### src/rtl/cache_axi_bridge_pkg.sv
// Shared constants and types for the cache-to-AXI4 bridge: request type
// encodings, fixed AXI IDs, burst type, line geometry and FSM state types.
package cache_axi_bridge_pkg;

  // Cache request type encodings (rd_type / wr_type)
  localparam logic [2:0] TYPE_BYTE = 3'b000;
  localparam logic [2:0] TYPE_HALF = 3'b001;
  localparam logic [2:0] TYPE_WORD = 3'b010;
  localparam logic [2:0] TYPE_LINE = 3'b100;

  // Fixed AXI transaction attributes
  localparam logic [3:0] AXI_RD_ID      = 4'd0;
  localparam logic [3:0] AXI_WR_ID      = 4'd1;
  localparam logic [1:0] AXI_BURST_INCR = 2'b01;

  // A 16-byte line moves as four 32-bit beats
  localparam logic [7:0] LINE_LEN   = 8'd3;
  localparam logic [2:0] LINE_SIZE  = 3'b010;
  localparam logic [3:0] LINE_WSTRB = 4'b1111;

  typedef enum logic [1:0] {
    R_IDLE = 2'd0,
    R_ADDR = 2'd1,
    R_DATA = 2'd2
  } rd_state_t;

  typedef enum logic [1:0] {
    W_IDLE = 2'd0,
    W_SEND = 2'd1,
    W_RESP = 2'd2
  } wr_state_t;

  function automatic logic is_line(input logic [2:0] req_type);
    return req_type == TYPE_LINE;
  endfunction

endpackage

### src/rtl/cache_axi_bridge.sv
// Bridge between a simple cache request interface and AXI4. One read and one
// write may be outstanding at a time; reads to a line with a write in flight
// are held off until the write response has been taken.
module cache_axi_bridge
  import cache_axi_bridge_pkg::*;
(
  input  logic         clk,
  input  logic         resetn,
  // cache read port
  input  logic         rd_req,
  input  logic [2:0]   rd_type,
  input  logic [31:0]  rd_addr,
  output logic         rd_rdy,
  output logic         ret_valid,
  output logic [1:0]   ret_last,
  output logic [31:0]  ret_data,
  // cache write port
  input  logic         wr_req,
  input  logic [2:0]   wr_type,
  input  logic [31:0]  wr_addr,
  input  logic [3:0]   wr_wstrb,
  input  logic [127:0] wr_data,
  output logic         wr_rdy,
  // AXI read address
  output logic [3:0]   arid,
  output logic [31:0]  araddr,
  output logic [7:0]   arlen,
  output logic [2:0]   arsize,
  output logic [1:0]   arburst,
  output logic         arvalid,
  input  logic         arready,
  // AXI read data
  input  logic [3:0]   rid,
  input  logic [31:0]  rdata,
  input  logic [1:0]   rresp,
  input  logic         rlast,
  input  logic         rvalid,
  output logic         rready,
  // AXI write address
  output logic [3:0]   awid,
  output logic [31:0]  awaddr,
  output logic [7:0]   awlen,
  output logic [2:0]   awsize,
  output logic [1:0]   awburst,
  output logic         awvalid,
  input  logic         awready,
  // AXI write data
  output logic [31:0]  wdata,
  output logic [3:0]   wstrb,
  output logic         wlast,
  output logic         wvalid,
  input  logic         wready,
  // AXI write response
  input  logic [3:0]   bid,
  input  logic [1:0]   bresp,
  input  logic         bvalid,
  output logic         bready
);

  rd_state_t    r_rd_state;
  rd_state_t    w_rd_state_nxt;
  logic [31:0]  r_rd_addr;
  logic [2:0]   r_rd_type;

  wr_state_t    r_wr_state;
  wr_state_t    w_wr_state_nxt;
  logic [31:0]  r_wr_addr;
  logic [2:0]   r_wr_type;
  logic [3:0]   r_wr_strb;
  logic [127:0] r_wr_data;
  logic [1:0]   r_beat;
  logic         r_aw_done;
  logic         r_w_done;

  logic         w_rd_accept;
  logic         w_wr_accept;
  logic         w_rd_conflict;
  logic         w_rd_is_line;
  logic         w_wr_is_line;
  logic         w_aw_hs;
  logic         w_w_hs;
  logic         w_aw_ok;
  logic         w_w_ok;
  logic [31:0]  w_line_word;
  logic         w_unused_resp;

  // Response IDs and status codes carry nothing the cache needs
  assign w_unused_resp = ^{rid, rresp, bid, bresp};

  assign w_rd_accept  = rd_req & rd_rdy;
  assign w_wr_accept  = wr_req & wr_rdy;
  assign w_rd_is_line = is_line(r_rd_type);
  assign w_wr_is_line = is_line(r_wr_type);

  // A read must not overtake a write to the same line, whether that write is
  // already in flight or being accepted in this very cycle.
  assign w_rd_conflict =
      ((r_wr_state != W_IDLE) && (r_wr_addr[31:4] == rd_addr[31:4])) ||
      (w_wr_accept && (wr_addr[31:4] == rd_addr[31:4]));

  assign rd_rdy = (r_rd_state == R_IDLE) && !w_rd_conflict;
  assign wr_rdy = (r_wr_state == W_IDLE);

  // ---------------- read channel ----------------

  // Read FSM state register
  always_ff @(posedge clk) begin
    if (!resetn) r_rd_state <= R_IDLE;
    else         r_rd_state <= w_rd_state_nxt;
  end

  // Read FSM next-state logic
  always_comb begin
    w_rd_state_nxt = r_rd_state;
    case (r_rd_state)
      R_IDLE:  if (w_rd_accept)      w_rd_state_nxt = R_ADDR;
      R_ADDR:  if (arready)          w_rd_state_nxt = R_DATA;
      R_DATA:  if (rvalid && rlast)  w_rd_state_nxt = R_IDLE;
      default:                       w_rd_state_nxt = R_IDLE;
    endcase
  end

  // Capture read request attributes on accept
  always_ff @(posedge clk) begin
    if (!resetn) begin
      r_rd_addr <= '0;
      r_rd_type <= '0;
    end else if (w_rd_accept) begin
      r_rd_addr <= rd_addr;
      r_rd_type <= rd_type;
    end
  end

  assign arid    = AXI_RD_ID;
  assign arburst = AXI_BURST_INCR;
  assign araddr  = w_rd_is_line ? {r_rd_addr[31:4], 4'b0000} : r_rd_addr;
  assign arlen   = w_rd_is_line ? LINE_LEN : 8'd0;
  assign arsize  = w_rd_is_line ? LINE_SIZE : {1'b0, r_rd_type[1:0]};
  assign arvalid = (r_rd_state == R_ADDR);
  assign rready  = (r_rd_state == R_DATA);

  // Read beats pass straight through to the cache
  assign ret_valid = rready & rvalid;
  assign ret_data  = rdata;
  assign ret_last  = {1'b0, rlast};

  // ---------------- write channel ----------------

  assign w_aw_hs = awvalid & awready;
  assign w_w_hs  = wvalid & wready;
  // AW and W complete independently; each may finish now or have finished earlier
  assign w_aw_ok = r_aw_done | w_aw_hs;
  assign w_w_ok  = r_w_done  | (w_w_hs & wlast);

  // Write FSM state register
  always_ff @(posedge clk) begin
    if (!resetn) r_wr_state <= W_IDLE;
    else         r_wr_state <= w_wr_state_nxt;
  end

  // Write FSM next-state logic
  always_comb begin
    w_wr_state_nxt = r_wr_state;
    case (r_wr_state)
      W_IDLE:  if (w_wr_accept)        w_wr_state_nxt = W_SEND;
      W_SEND:  if (w_aw_ok && w_w_ok)  w_wr_state_nxt = W_RESP;
      W_RESP:  if (bvalid)             w_wr_state_nxt = W_IDLE;
      default:                         w_wr_state_nxt = W_IDLE;
    endcase
  end

  // Capture write request attributes and data on accept
  always_ff @(posedge clk) begin
    if (!resetn) begin
      r_wr_addr <= '0;
      r_wr_type <= '0;
      r_wr_strb <= '0;
      r_wr_data <= '0;
    end else if (w_wr_accept) begin
      r_wr_addr <= wr_addr;
      r_wr_type <= wr_type;
      r_wr_strb <= wr_wstrb;
      r_wr_data <= wr_data;
    end
  end

  // Track AW completion, W completion and the current beat while sending;
  // everything is cleared whenever the FSM is not staying in W_SEND.
  always_ff @(posedge clk) begin
    if (!resetn) begin
      r_beat    <= '0;
      r_aw_done <= 1'b0;
      r_w_done  <= 1'b0;
    end else if (r_wr_state == W_SEND && w_wr_state_nxt == W_SEND) begin
      if (w_aw_hs) r_aw_done <= 1'b1;
      if (w_w_hs) begin
        if (wlast) r_w_done <= 1'b1;
        else       r_beat   <= r_beat + 2'd1;
      end
    end else begin
      r_beat    <= '0;
      r_aw_done <= 1'b0;
      r_w_done  <= 1'b0;
    end
  end

  // Select the 32-bit word of the line for the current beat
  always_comb begin
    w_line_word = r_wr_data[31:0];
    case (r_beat)
      2'd0: w_line_word = r_wr_data[31:0];
      2'd1: w_line_word = r_wr_data[63:32];
      2'd2: w_line_word = r_wr_data[95:64];
      2'd3: w_line_word = r_wr_data[127:96];
      default: w_line_word = r_wr_data[31:0];
    endcase
  end

  assign awid    = AXI_WR_ID;
  assign awburst = AXI_BURST_INCR;
  assign awaddr  = w_wr_is_line ? {r_wr_addr[31:4], 4'b0000} : r_wr_addr;
  assign awlen   = w_wr_is_line ? LINE_LEN : 8'd0;
  assign awsize  = w_wr_is_line ? LINE_SIZE : {1'b0, r_wr_type[1:0]};
  assign awvalid = (r_wr_state == W_SEND) && !r_aw_done;

  assign wvalid  = (r_wr_state == W_SEND) && !r_w_done;
  assign wdata   = w_wr_is_line ? w_line_word : r_wr_data[31:0];
  assign wstrb   = w_wr_is_line ? LINE_WSTRB : r_wr_strb;
  assign wlast   = w_wr_is_line ? (r_beat == 2'd3) : 1'b1;
  assign bready  = (r_wr_state == W_RESP);

endmodule

### config.mk
export PLATFORM = sky130hd
export DESIGN_NAME = cache_axi_bridge
export DESIGN_NICKNAME = d
export VERILOG_FILES = /design/src/rtl/cache_axi_bridge_pkg.sv /design/src/rtl/cache_axi_bridge.sv
export SDC_FILE = /design/constraint.sdc
export NUM_CORES = 1
export LEC_CHECK = 0
export CAP_MARGIN = 40
export CORE_AREA = 2 2 168 170
export CTS_BUF_LIST = sky130_fd_sc_hd__clkbuf_8 sky130_fd_sc_hd__clkbuf_16
export DETAILED_ROUTE_END_ITERATION = 7
export DIE_AREA = 0 0 170 172
export DONT_BUFFER_PORTS = 1
export SYNTH_ARGS = -nofsm -noshare
export SYNTH_HDL_FRONTEND = slang
export SYNTH_SLANG_ARGS = --single-unit
export TNS_END_PERCENT = 50
### constraint.sdc
create_clock -name clk -period 4.1 [get_ports clk]
set_clock_uncertainty 0.15 [all_clocks]
set_input_delay 0.615 -clock clk [delete_from_list [all_inputs] [get_ports clk]]
set_output_delay 0.615 -clock clk [all_outputs]
set_load 0.01 [all_outputs]
==> summary.txt, run 1 <==
Power and ir drop
  – Leakage power: 3.99 nW
  – Clock power share: 0.425
  – Pint: 3.59 mW
  – Worst VDD drop: 0.000291 V
  – PwrDens: 470 mW/mm²
  – Combinational share of power: 0.102
  – Power Total: 4.88 mW
  – Sw frac: 0.264
  – Seq pwr share: 0.473
  – NetSw: 1.29 mW

STA
  – Tightest Pin Transition: 0.867 ns
  – Achievable clock frequency: 308 MHz
  – Min cycle time layout: 3.25 ns
  – Post-route setup TNS: 0 ns
  – Final number of max-transition violations: 0
  – Final critical-path share of the clock period: 0.793
  – RSZ-0062 raised after global routing: no
  – Slew headroom: 0.422
  – Final setup vio count: 0
  – Final hold vios: 0

Finish
  – FILL cells: 2856
  – Layout area overhead: 1.74%
  – Share of cells above drive strength 1: 0.0538
  – Final Net Count: 1378

Clock network
  – CTS Sinks: 210
  – Clk root buf: clkbuf_16
  – Cells resized by post-CTS repair: 0
  – CTS clk-pin slew, worst paths: 0.06 ns
  – H-tree level count: 1
  – TritonCTS clock tree: built
  – Later-pin clock latency in the skew report: 0.52 ns
  – Clk buf depth: 3
  – CTS Buf Count: 25
  – Setup Fix Bufs, Post-CTS: 0
  – # hold bufs at CTS: 0

Synth
  – Async S/R FF share, synth: 0
  – Sequential share of the synthesized area: 0.412
  – Commonest cells in the netlist: nand2_1 (407), dfxtp_1 (210), a21boi_0 (167)
  – Synth Area per Inst: 8.10 µm²
  – Post-synth EDFFs: 0
  – Ys Warns: 0
  – Synthesized instance count: 1260
  – Main synth FF type: dfxtp_1
  – Synth area leaders: dfxtp_1 (41%), nand2_1 (15%), a21boi_0 (12%)
  – Yosys top cell by area: dfxtp_1
  – Share of the synthesized area in the top cell type: 0.412
  – Netlist cell types: 36
  – #FFs+latches synth: 210
  – Most common cell in the netlist: nand2_1
  – Cell Area, Synth: 0.0102 mm²

Global routing
  – Tot GR Track Use: 0.179
  – Largest net degree at the start of global routing: 243
  – Number of global-route vias before repair: 7262
  – First-pass GRT wire length: 41100 µm
  – Grt ovf: 0
  – Initial antenna violation count: 1

Routing
  – WL final: 27800 µm
  – First drt pass iteration count: 5
  – Post-route ant nets: 0
  – Routed vias/inst: 5.14
  – Avg WL per Cell: 18.8 µm
  – Via count: 7613
  – Number of DRC markers in iteration 0: 647
  – Remaining DRCs: 0

Die
  – Row Count: 61
  – Die Y: 172 µm
  – Die width: 170 µm
  – I/O pin cnt: 433
  – Die ar.: 0.0292 mm²
  – Initial Utilization: 0.372
  – Core Box Area: 0.0275 mm²

Worst setup path
  – Worst setup SP type: flip-flop
  – Arrival time worst endpoint: 2.48 ns
  – Data required, critical path: 3.34 ns
  – Worst Path Max Fanout: 28
  – Setup Crit Path Kind: flip-flop to primary output
  – CP endpoint kind: primary output

Run status
  – Status: complete, no violations

Placed design
  – GPL Wtd Cong: 0.853
  – PortBufs: 0
  – DP HPWL: 19000 µm

Worst hold path
  – Class of the worst hold path: input pin to flip-flop

Job
  – Max_cap viols: 0
[metrics by stage]
| stage | cell area [µm²] | util | setup WS (ns) | cells | hold slack, ns |
|---|---|---|---|---|---|
| 6_report | 10400 | 0.378 | 0.851 | 1480 | 0.0803 |
| 5_1_grt | 10400 | 0.378 | 0.604 | 1480 | 0.0615 |
| 4_1_cts | 10400 | 0.378 | 0.762 | 1479 | 0.0527 |
| 3_5_place_dp | 9630 | 0.350 | 1.33 | 1437 | 0.300 |
| 3_3_place_gp | 9620 | 0.350 | 1.27 | 1436 | 0.289 |
| 2_1_floorplan | 10300 | - | 1.78 | 1285 | 0.280 |
[final cells by class]
| cell class | instances | area (µm²) | area share |
|---|---|---|---|
| Timing Repair Buffer | 15 | 141 | 0.0136 |
| Multi-Input combinational cell | 862 | 4830 | 0.465 |
| Sequential cell | 210 | 4200 | 0.405 |
| Clock inverter | 14 | 91.3 | 0.00879 |
| Antenna cell | 1 | 2.50 | 0.000241 |
| Clock buffer | 28 | 667 | 0.0642 |
| Inverter | 4 | 15.0 | 0.00145 |
| Tap cell | 346 | 433 | 0.0417 |
[worst max-delay path, cell delays in order, from the launching register on]
cell and delay (ns):
dfxtp_1 0.39, nor3b_2 0.24, nor2b_4 0.64, buf_4 0.32
nor2_1 0.06, a21oi_1 0.29
[worst paths after layout]
path,cells after the start,end,slack [ns],from
worst max-delay path,5,wdata[2],0.85,r_wr_type[0]
worst min register to register,2,r_wr_addr[2],0.31,r_wr_addr[2]
worst max register to register,7,r_rd_addr[2],1.65,r_wr_state[0]
worst min-delay path,2,r_rd_addr[13],0.08,rd_addr[13]
[registers in the layout (all words and copies together) (netlist names)]
register / cells
r_aw_done: 1
r_beat: 2
r_rd_addr: 32
r_rd_state: 2
r_rd_type: 3
r_w_done: 1
r_wr_addr: 32
r_wr_data: 128
r_wr_state: 2
r_wr_strb: 4
r_wr_type: 3
[placed cells by master, fill, tap and decap left out, types with 25 or more instances in the layout]
cell type / Yosys / routed
nand2_1: 407 / 407
dfxtp_1: 210 / 210
a21boi_0: 167 / 167
xor2_1: 56 / 56
nor2_1: 42 / 42
mux2i_1: 36 / 36
a21oi_1: 33 / 33
a222oi_1: 32 / 32
conb_1: 2 / 27
clkbuf_16: 0 / 25
[logic make-up after synthesis]
logic type / share of synthesized area
compound gates: 0.176
xor+xnor: 0.0489
fa+ha+maj: 0.00490
buf+inv: 0.126
flops: 0.412
mux: 0.0353
other cells: 0.000736
simple gates: 0.196
[metal layers]
metal  GRT usage  part of all wire
met5           0                 0
met4      0.0684             0.038
met3      0.0684              0.11
met2       0.308              0.47
met1       0.200              0.39
[power groups by stage]
stage                     logic [mW]  clock network (mW)  registers, mW
after CTS                      0.507                2.13           2.31
after detailed placement       0.506                   0           2.35
after global placement         0.496                   0           2.35
after global routing           0.568                2.22           2.32
after floorplan                0.567                   0           2.30
final                          0.499                2.07           2.31
(Power assumes the default switching activity.)
==> inputs of run 2 (changes only) <==
==> constraint.sdc (replaced) <==
create_clock -name clk -period 3.4 [get_ports clk]
set_clock_uncertainty 0.15 [all_clocks]
set_input_delay 0.51 -clock clk [delete_from_list [all_inputs] [get_ports clk]]
set_output_delay 0.51 -clock clk [all_outputs]
set_load 0.01 [all_outputs]
==> summary.txt, run 2 (synthesis results as in run 1) <==
Finish
  – Share of cells above drive strength 1: 0.0462 (was 0.0538)
  – Final Net Count: 1608 (was 1378)
  – Largest regs: r_wr_data: 128 flops, r_rd_addr: 32 flops, r_wr_addr: 32 flops (unchanged)
  – Reg area: 0.00420 mm² (unchanged)
  – Layout area overhead: 25.1% (was 1.74%)
  – Top reg by flops: r_wr_data (unchanged)
  – FILL cells: 2593 (was 2856)
  – Commonest non-fill, non-tap cell in the layout: nand2_1 (unchanged)
  – Area taken by multi-input logic gates: 0.00483 mm² (unchanged)
  – Max reg flops: 128 (unchanged)
  – Leading cell types in the layout, fill and taps excluded: nand2_1 (407), dlygate4sd3_1 (228), dfxtp_1 (210) (was nand2_1 (407), dfxtp_1 (210), a21boi_0 (167))
  – Fin area: 0.0128 mm² (was 0.0104 mm²)

STA
  – Final hold vios: 0 (unchanged)
  – Slew headroom: 0.437 (was 0.422)
  – Final critical-path share of the clock period: 0.906
  – RSZ-0062 raised after global routing: no (unchanged)
  – Min cycle time layout: 3.08 ns
  – Achievable clock frequency: 325 MHz
  – Tightest Pin Transition: 0.845 ns (was 0.867 ns)
  – Final number of max-transition violations: 0 (unchanged)
  – Final setup vio count: 0 (unchanged)
  – Post-route setup TNS: 0 ns (unchanged)

Die
  – I/O pin cnt: 433 (unchanged)
  – Initial Utilization: 0.372 (unchanged)
  – Die ar.: 0.0292 mm² (unchanged)
  – Core Box Area: 0.0275 mm² (unchanged)
  – Die Y: 172 µm (unchanged)
  – Die width: 170 µm (unchanged)
  – Row Count: 61 (unchanged)

Power and ir drop
  – Combinational share of power: 0.146 (was 0.102)
  – Clock power share: 0.409 (was 0.425)
  – Pint: 4.55 mW (was 3.59 mW)
  – Leakage power: 5.02 nW (was 3.99 nW)
  – PwrDens: 489 mW/mm² (was 470 mW/mm²)
  – NetSw: 1.69 mW (was 1.29 mW)
  – Worst VDD drop: 0.000350 V (was 0.000291 V)
  – Sw frac: 0.271 (was 0.264)
  – Seq pwr share: 0.446 (was 0.473)

Placed design
  – Area of placed instances: 0.00964 mm² (was 0.00963 mm²)
  – GPL Wtd Cong: 0.850 (was 0.853)
  – PortBufs: 0 (unchanged)
  – DP HPWL: 19000 µm (about the same)

Clock network
  – H-tree level count: 1 (unchanged)
  – CTS Sinks: 210 (unchanged)
  – # hold bufs at CTS: 231 (was 0)
  – CTS Buf Count: 25 (unchanged)
  – Cells resized by post-CTS repair: 0 (unchanged)
  – Setup Fix Bufs, Post-CTS: 0 (unchanged)
  – TritonCTS clock tree: built (unchanged)
  – Later-pin clock latency in the skew report: 0.53 ns (was 0.52 ns)
  – CTS clk-pin slew, worst paths: 0.06 ns (about the same)
  – Clk buf depth: 3 (unchanged)
  – Clk root buf: clkbuf_16 (unchanged)

Global routing
  – Number of global-route vias before repair: 8852 (was 7262)
  – First-pass GRT wire length: 50100 µm (was 41100 µm)
  – Initial antenna violation count: 3 (was 1)
  – Grt ovf: 0 (unchanged)
  – Tot GR Track Use: 0.221 (was 0.179)
  – Largest net degree at the start of global routing: 168 (was 243)

Routing
  – First drt pass iteration count: 7 (was 5)
  – Remaining DRCs: 0 (unchanged)
  – Routed vias/inst: 5.19 (was 5.14)
  – Avg WL per Cell: 20.0 µm (was 18.8 µm)
  – WL final: 34300 µm (was 27800 µm)
  – Post-route ant nets: 0 (unchanged)
  – Via count: 8893 (was 7613)
  – Number of DRC markers in iteration 0: 615 (was 647)

Worst hold path
  – Worst hold start: rd_addr[26] (was rd_addr[13])
  – Class of the worst hold path: input pin to flip-flop (unchanged)

Worst setup path
  – Worst setup SP type: flip-flop (unchanged)
  – R2r worst-path depth: 6 (was 7)
  – CP endpoint kind: primary output (unchanged)
  – Worst setup endpoint: wdata[13] (was wdata[2])
  – RR Endpoint: r_wr_data[11] (was r_rd_addr[2])
  – Setup crit start: r_beat[0] (was r_wr_type[0])
  – Worst Path Max Fanout: 13 (was 28)
  – Setup Crit Path Kind: flip-flop to primary output (unchanged)
  – Arrival time worst endpoint: 2.42 ns (was 2.48 ns)
  – Flop2flop setup slack: 0.70 ns (was 1.65 ns)
  – Reg-to-Reg Start: r_wr_state[0] (unchanged)
  – Data required, critical path: 2.74 ns (was 3.34 ns)

Run status
  – Status: complete, no violations (unchanged)

Job
  – Max_cap viols: 0 (unchanged)
## run 2: layout make-up
type | count | share of cell area
inverter | 4 | 0.00118
sequential | 210 | 0.329
clock buffer | 33 | 0.0576
clock inverter | 11 | 0.00402
antenna | 1 | 0.000196
timing repair buffer | 245 | 0.196
multi-input combinational | 862 | 0.378
tap | 346 | 0.0339
## run 2: metal layers
layer | GRT usage | wire [µm] | vias to the layer above | part of all wire
li1 | - | - | 4180 | -
met3 | 0.0513 | 2640 | 69 | 0.077
met4 | 0.0914 | 1400 | 0 | 0.041
met5 | 0 | 0 | - | 0
met1 | 0.242 | 13200 | 4244 | 0.39
met2 | 0.409 | 17000 | 400 | 0.50
## run 2: power groups by stage
stage	Sequential (mW)	Combinational, mW	Clock [mW]
after floorplan	2.77	0.684	0
after global placement	2.83	0.605	0
after detailed placement	2.83	0.619	0
after CTS	2.78	0.907	2.61
after global routing	2.80	0.999	2.70
final	2.78	0.910	2.55
## run 2: per-stage QoR
stage,instances,util,setup slack (ns),hold slack (ns),total power [mW]
after floorplan,1285,-,1.19,0.280,3.45
after global placement,1436,0.351,0.883,0.289,3.43
after detailed placement,1436,0.351,0.855,0.297,3.45
after CTS,1711,0.465,0.278,0.0000794,6.30
after global routing,1711,0.465,0.168,0.00648,6.50
final,1712,0.465,0.319,0.0101,6.25
## run 2: worst min path at each step
stage	to	slack [ns]	cells after the start
CTS	r_wr_addr[1]	0.00008	1
finish	r_rd_addr[26]	0.01	2
floorplan	r_rd_addr[0]	0.28	2
detailed placement	r_rd_addr[3]	0.30	2
global route	r_wr_addr[1]	0.006	1
global placement	r_rd_addr[2]	0.29	2
## run 2: critical path, stage by stage, from the launching register on
cell and delay (ns):
dfxtp_1 0.33, inv_1 0.12, ha_1 0.62, buf_4 0.36, a222oi_1 0.09, a21oi_1 0.37
